<file path="src/rtl/pipe_ctrl.sv">
// Pipeline sequencer: mult/div occupancy tracking plus per-stage enable, clear and PC-select
// generation that merges hazard/mult-div stalls with M-stage exception and eret flushes.
module pipe_ctrl #(
  parameter int MULT_CYCLES = 5,
  parameter int DIV_CYCLES  = 10,
  parameter int CNT_W       = 4
) (
  input  logic       i_clk,
  input  logic       i_reset,
  input  logic       i_hz_stall,
  input  logic       i_md_start_E,
  input  logic       i_md_is_div_E,
  input  logic       i_md_use_D,
  input  logic       i_exc_M,
  input  logic       i_eret_M,
  output logic       o_en_pc,
  output logic       o_en_D,
  output logic       o_clr_D,
  output logic       o_clr_E,
  output logic       o_clr_M,
  output logic       o_clr_W,
  output logic       o_md_go,
  output logic       o_md_busy,
  output logic [1:0] o_pc_sel
);

  typedef enum logic [1:0] {
    IDLE = 2'd0,
    MULT = 2'd1,
    DIV  = 2'd2
  } state_t;

  // The start cycle is itself the first busy cycle, so the counter covers the remaining
  // N-1 cycles and the FSM returns to IDLE after the cycle in which it reads zero.
  localparam logic [CNT_W-1:0] MULT_LOAD = CNT_W'(MULT_CYCLES - 2);
  localparam logic [CNT_W-1:0] DIV_LOAD  = CNT_W'(DIV_CYCLES - 2);

  state_t           r_state;
  logic [CNT_W-1:0] r_cnt;

  logic w_md_go;
  logic w_md_busy;
  logic w_stall;
  logic w_flush;

  assign w_md_go   = ~i_reset & i_md_start_E & ~i_exc_M & (r_state == IDLE);
  assign w_md_busy = w_md_go | (r_state != IDLE);
  assign w_stall   = (i_md_use_D & w_md_busy) | i_hz_stall;
  assign w_flush   = i_exc_M | i_eret_M;

  // Flushes never abort a running operation: HI/LO updates are architectural.
  always_ff @(posedge i_clk) begin
    if (i_reset) begin
      r_state <= IDLE;
      r_cnt   <= '0;
    end else begin
      case (r_state)
        IDLE: begin
          if (w_md_go) begin
            r_state <= i_md_is_div_E ? DIV : MULT;
            r_cnt   <= i_md_is_div_E ? DIV_LOAD : MULT_LOAD;
          end
        end
        MULT, DIV: begin
          if (r_cnt != '0) begin
            r_cnt <= r_cnt - 1'b1;
          end else begin
            r_state <= IDLE;
          end
        end
        default: begin
          r_state <= IDLE;
          r_cnt   <= '0;
        end
      endcase
    end
  end

  always_comb begin
    o_en_pc   = 1'b1;
    o_en_D    = 1'b1;
    o_clr_D   = 1'b0;
    o_clr_E   = 1'b0;
    o_clr_M   = 1'b0;
    o_clr_W   = 1'b0;
    o_pc_sel  = 2'd0;
    o_md_go   = w_md_go;
    o_md_busy = w_md_busy;
    if (i_reset) begin
      o_clr_D = 1'b1;
      o_clr_E = 1'b1;
      o_clr_M = 1'b1;
      o_clr_W = 1'b1;
    end else if (w_flush) begin
      o_clr_D  = 1'b1;
      o_clr_E  = 1'b1;
      o_clr_M  = 1'b1;
      o_pc_sel = i_exc_M ? 2'd1 : 2'd2;
    end else begin
      o_en_pc = ~w_stall;
      o_en_D  = ~w_stall;
      o_clr_E = w_stall;
    end
  end

endmodule

</file>
<file path="config.mk">
export PLATFORM = sky130hd
export DESIGN_NAME = pipe_ctrl
export DESIGN_NICKNAME = d
export VERILOG_FILES = /design/src/rtl/pipe_ctrl.sv
export SDC_FILE = /design/constraint.sdc
export NUM_CORES = 1
export LEC_CHECK = 0
export BUFFER_PORTS_ARGS = -buffer_cell sky130_fd_sc_hd__buf_4
export CELL_PAD_IN_SITES_DETAIL_PLACEMENT = 0
export CELL_PAD_IN_SITES_GLOBAL_PLACEMENT = 2
export CORE_UTILIZATION = 26
export DETAILED_ROUTE_END_ITERATION = 16
export PLACE_DENSITY = 0.77
export SLEW_MARGIN = 5
export SYNTH_ARGS = -nofsm -noshare
export SYNTH_HDL_FRONTEND = slang
export SYNTH_SLANG_ARGS = --single-unit
</file>
<file path="constraint.sdc">
create_clock -name i_clk -period 2.3 [get_ports i_clk]
set_clock_uncertainty 0.2 [all_clocks]
set_input_delay 0.46 -clock i_clk [delete_from_list [all_inputs] [get_ports i_clk]]
set_output_delay 0.46 -clock i_clk [all_outputs]
set_load 0.02 [all_outputs]
</file>
; ---- Word level (Yosys, flattened, before mapping)
; Index checks and enable logic that the tools add are counted.
[classes]
eq_ne = 5
muxes = 18
bitwise_logic = 10
n_addsub = 1
n_reduce_logical = 6
[ops]
columns = operator, n
row1 = $mux W2, 6
row2 = $mux W4, 3
row3 = $pmux W4 S2, 1
row4 = $mux W1, 7
row5 = $ne A2 B2 Y1 const B, 3
row6 = $and A1 B1 Y1, 4
row7 = $pmux W2 S2, 1
row8 = $reduce_and A2 Y1, 2
row9 = $reduce_bool A4 Y1, 1
row10 = $sub A4 B1 Y4 const B, 1
row11 = $not A1 Y1, 3
row12 = $or A1 B1 Y1, 3
row13 = $eq A2 B1 Y1 const B, 1
row14 = $eq A2 B2 Y1 const B, 1
row15 = $logic_not A2 Y1, 1
row16 = $reduce_bool A2 Y1, 1
row17 = $reduce_or A2 Y1, 1
[totals]
output_inout_bits = 10
elab_cells = 42
register_bits = 6
in_bits = 8

; ---- Longest topological paths before layout
[depth]
depth_word = 10
ltp_mapped = 5
ltp_nobuf = 5

; ---- Worst setup path before layout
; OpenSTA, ideal clock, no wires.
[synth_path]
kind = in2out
start = in i_reset
end = out o_en_pc
arrival_ns = 1.475
stages = 4
slack_ns = 0.165
n_path_buf = 2
cell_sequence = buf_6 > or3_4 > o21bai_1 > buf_4
[synth_via]
elab_chain_cells = 10
[synth_lines]
columns = item, line_no
row1 = from (decl), 9  ; input logic i_reset,
row2 = $not A1 Y1, 46  ; assign w_md_go = ~i_reset & i_md_start_E & ~i_exc_M & (r_state == IDLE);
row3 = $and A1 B1 Y1 (3 in series), 46
row4 = $or A1 B1 Y1, 47  ; assign w_md_busy = w_md_go | (r_state != IDLE);
row5 = $and A1 B1 Y1, 48  ; assign w_stall = (i_md_use_D & w_md_busy) | i_hz_stall;
row6 = $or A1 B1 Y1, 48
row7 = $not A1 Y1, n/a
row8 = $mux W1, n/a
row9 = $mux W1 (*), n/a
row10 = to (decl), 16  ; output logic o_en_pc,
; Every way passes the cells marked *; elsewhere a longest branch is shown, timed or not.

; ---- Worst setup path after layout
[layout_path]
start = in i_reset
end = out o_clr_E
[layout_via]
elab_chain_cells = 9
[layout_lines]
columns = item, line_no
row1 = $not A1 Y1, 46
row2 = $and A1 B1 Y1 (3 in series), 46
row3 = $or A1 B1 Y1, 47
row4 = $and A1 B1 Y1, 48
row5 = $or A1 B1 Y1, 48
row6 = $mux W1, 94  ; end else if (w_flush) begin
row7 = $mux W1 (*), 89  ; if (i_reset) begin
row8 = to (decl), 19  ; output logic o_clr_E,
; Marks and branches as above.

==> impl_metrics.json <==
{
  "synth_edf_count": 0,
  "seqPwrFrac": 0.267,
  "rsz0062_at_grt": "no",
  "grt_max_degree": 14,
  "async_flop_share": 0,
  "hold_violations": 0,
  "drt_first_pass_iters": 2,
  "dp_hpwl_um": 876,
  "p_int_uw": 359,
  "antenna_cells": 0,
  "syn2layout_area_growth_pct": 28.9,
  "synth.area.top_cells": "dfxtp_1, ha_1, mux2i_1",
  "grt_pass1_wl_mm": 1.83,
  "clkSinkCount": 6,
  "synth.distinct_cells": 31,
  "synthMostInstantiatedCell": "inv_1",
  "status": "complete, no violations",
  "min_to": "r_state[1]",
  "r2r-start": "r_state[1]",
  "final-seq-area_um2": 120,
  "root_buffer": "clkbuf_4",
  "port_buffers": 17,
  "overflow": 0,
  "syn_nets": 72,
  "clockBufferDepth": 2,
  "vias_per_cell": 4.59,
  "worstHoldPathCells": 2,
  "layout.nets": 90,
  "die_y_um": 46.4,
  "hp-class": "flop to flop",
  "swShare": 0.414,
  "drive_gt1_frac": 0.303,
  "grt_use_total": 0.118,
  "peakVddDrop_mv": 0.415,
  "power.share.clock": 0.157,
  "power_density_nw_per_um2": 929,
  "power.total_uw": 612,
  "clk_latency_ns": 0.24,
  "synthesis.area_um2": 512,
  "fin_crit_sh": 0.944,
  "cp.arrival_ns": 1.51,
  "setup_viol": 0,
  "synthCells": 60,
  "grt_util_met1": 0.152,
  "avgSynthCellArea_um2": 8.53,
  "yosysSeqAreaShare": 0.235,
  "drt_iter0_drc": 1,
  "grt_pass1_vias": 445,
  "ys_ff_latch": 6,
  "cts_buffers": 3,
  "cap_violations": 0,
  "relSlewSlack": 0.784,
  "cts_hold_buf": 0,
  "endpoint_kind": "output port",
  "p_leak_uw": 0.000298,
  "start_util": 0.287,
  "antenna_found_initial": 0,
  "max_freq_ghz": 0.461,
  "min_from": "r_state[1]",
  "htreeDepth": 1,
  "finalWorstPathRequiredPeriod_ns": 2.17,
  "wl_per_cell_um": 10.5,
  "reg2reg_depth": 5,
  "yosys.area.top_type": "dfxtp_1",
  "yosys_most_used_dff": "dfxtp_1",
  "routed_wirelength_mm": 1.06,
  "cts_tree": "built",
  "vias": 464,
  "crit_fanout": 13,
  "timing.reg2reg.setup_slack_ns": 0.55,
  "tightest_slew_ns": 0.322,
  "ys_warn_count": 0,
  "p_sw_uw": 254,
  "synth_top_area_frac": 0.235,
  "row_count": 15,
  "power_frac_comb": 0.576,
  "multi_input_area_um2": 328,
  "drtAntennaViolNets": 0,
  "ctsResizeCount": 0,
  "r2r-end": "r_state[0]",
  "gp_congestion": 0.727,
  "use_met3": 0.0353,
  "criticalPathCategory": "input port to output port",
  "met2_usage": 0.183,
  "setup_tns_ns": 0,
  "drv_slew": 0,
  "die_w_um": 46.4,
  "drc_errors": 0,
  "required_ns": 1.64,
  "die_area_um2": 2150,
  "grt_busiest_layer": "met2",
  "start_kind": "input port",
  "ios": 18,
  "n_fill_cell": 185,
  "ys_top_cells_by_count": "inv_1, dfxtp_1, ha_1, nor2b_1",
  "clkTransAtPathRegs_ns": 0.04,
  "postCtsSetupBuffers": 0,
  "coreArea_um2": 1780
}
-- layout by cell type (no fill, tap or decap), drive strengths merged, types with 2 or more instances in the layout --
master / synthesis / routed
buf: 4 / 17
inv: 8 / 8
dfxtp: 6 / 6
nor2b: 4 / 4
ha: 4 / 4
nor2: 3 / 3
nand2b: 3 / 3
mux2i: 3 / 3
clkbuf: 0 / 3
nor3b: 3 / 3
o21ai: 3 / 3
nand2: 2 / 2
o32ai: 2 / 2
or3: 2 / 2
-- flip-flops by register name, summed over array words and instances (netlist names) --
name,flops
r_cnt,4
r_state,2
-- cells by family after synthesis --
| family | after synthesis | synth area share |
|---|---|---|
| AND/OR/NAND/NOR | 22 | 0.286 |
| flip-flops | 6 | 0.235 |
| buffers and inverters | 12 | 0.125 |
| adder cells (fa/ha/maj) | 4 | 0.0978 |
| AO/OA/AOI/OAI | 12 | 0.176 |
| multiplexers | 4 | 0.0807 |
-- critical path, stage by stage --
cell	delay [ns]
buf_4	0.15
or3_4	0.38
or3_1	0.35
buf_4	0.16
-- how the worst max path moves through the flow --
stage / from / endpoint / slack (ns) / depth (start not counted)
after floorplan: i_reset / o_en_pc / 0.17 / 4
after global placement: i_reset / o_clr_E / 0.14 / 4
after detailed placement: i_reset / o_clr_E / 0.12 / 4
after CTS: i_reset / o_clr_E / 0.12 / 4
after global routing: r_state[0] / o_clr_E / 0.03 / 5
final: i_reset / o_clr_E / 0.13 / 4
-- stage by stage --
step / setup WS [ns] / utilization / instance area [um^2] / cells / hold WS [ns]
global placement: 0.137 / 0.357 / 637 / 98 / 0.303
global route: 0.0321 / 0.370 / 659 / 101 / 0.327
CTS: 0.122 / 0.370 / 659 / 101 / 0.298
finish: 0.129 / 0.370 / 659 / 101 / 0.304
detailed placement: 0.124 / 0.357 / 637 / 98 / 0.299
floorplan: 0.165 / - / 512 / 60 / 0.268
-- power groups by stage --
stage / Sequential [uW] / Combinational [uW] / Clock, uW
global placement: 166 / 359 / 0
CTS: 164 / 357 / 101
detailed placement: 166 / 356 / 0
floorplan: 158 / 271 / 0
global route: 170 / 400 / 106
finish: 164 / 353 / 96.1
-- routing by layer --
metal | vias up | wire length (um)
li1 | 245 | -
met1 | 207 | 512
met2 | 12 | 495
met3 | 0 | 55
met4 | 0 | 0
met5 | - | 0
-- layout make-up --
class / instances / share of cell area
clock buffers: 3 / 0.0342
inverters: 8 / 0.0455
multi-input cells: 42 / 0.497
flip-flops and latches: 6 / 0.182
well taps: 25 / 0.0474
repair buffers: 17 / 0.194
No activity file was read; power rests on OpenSTA's default activity.
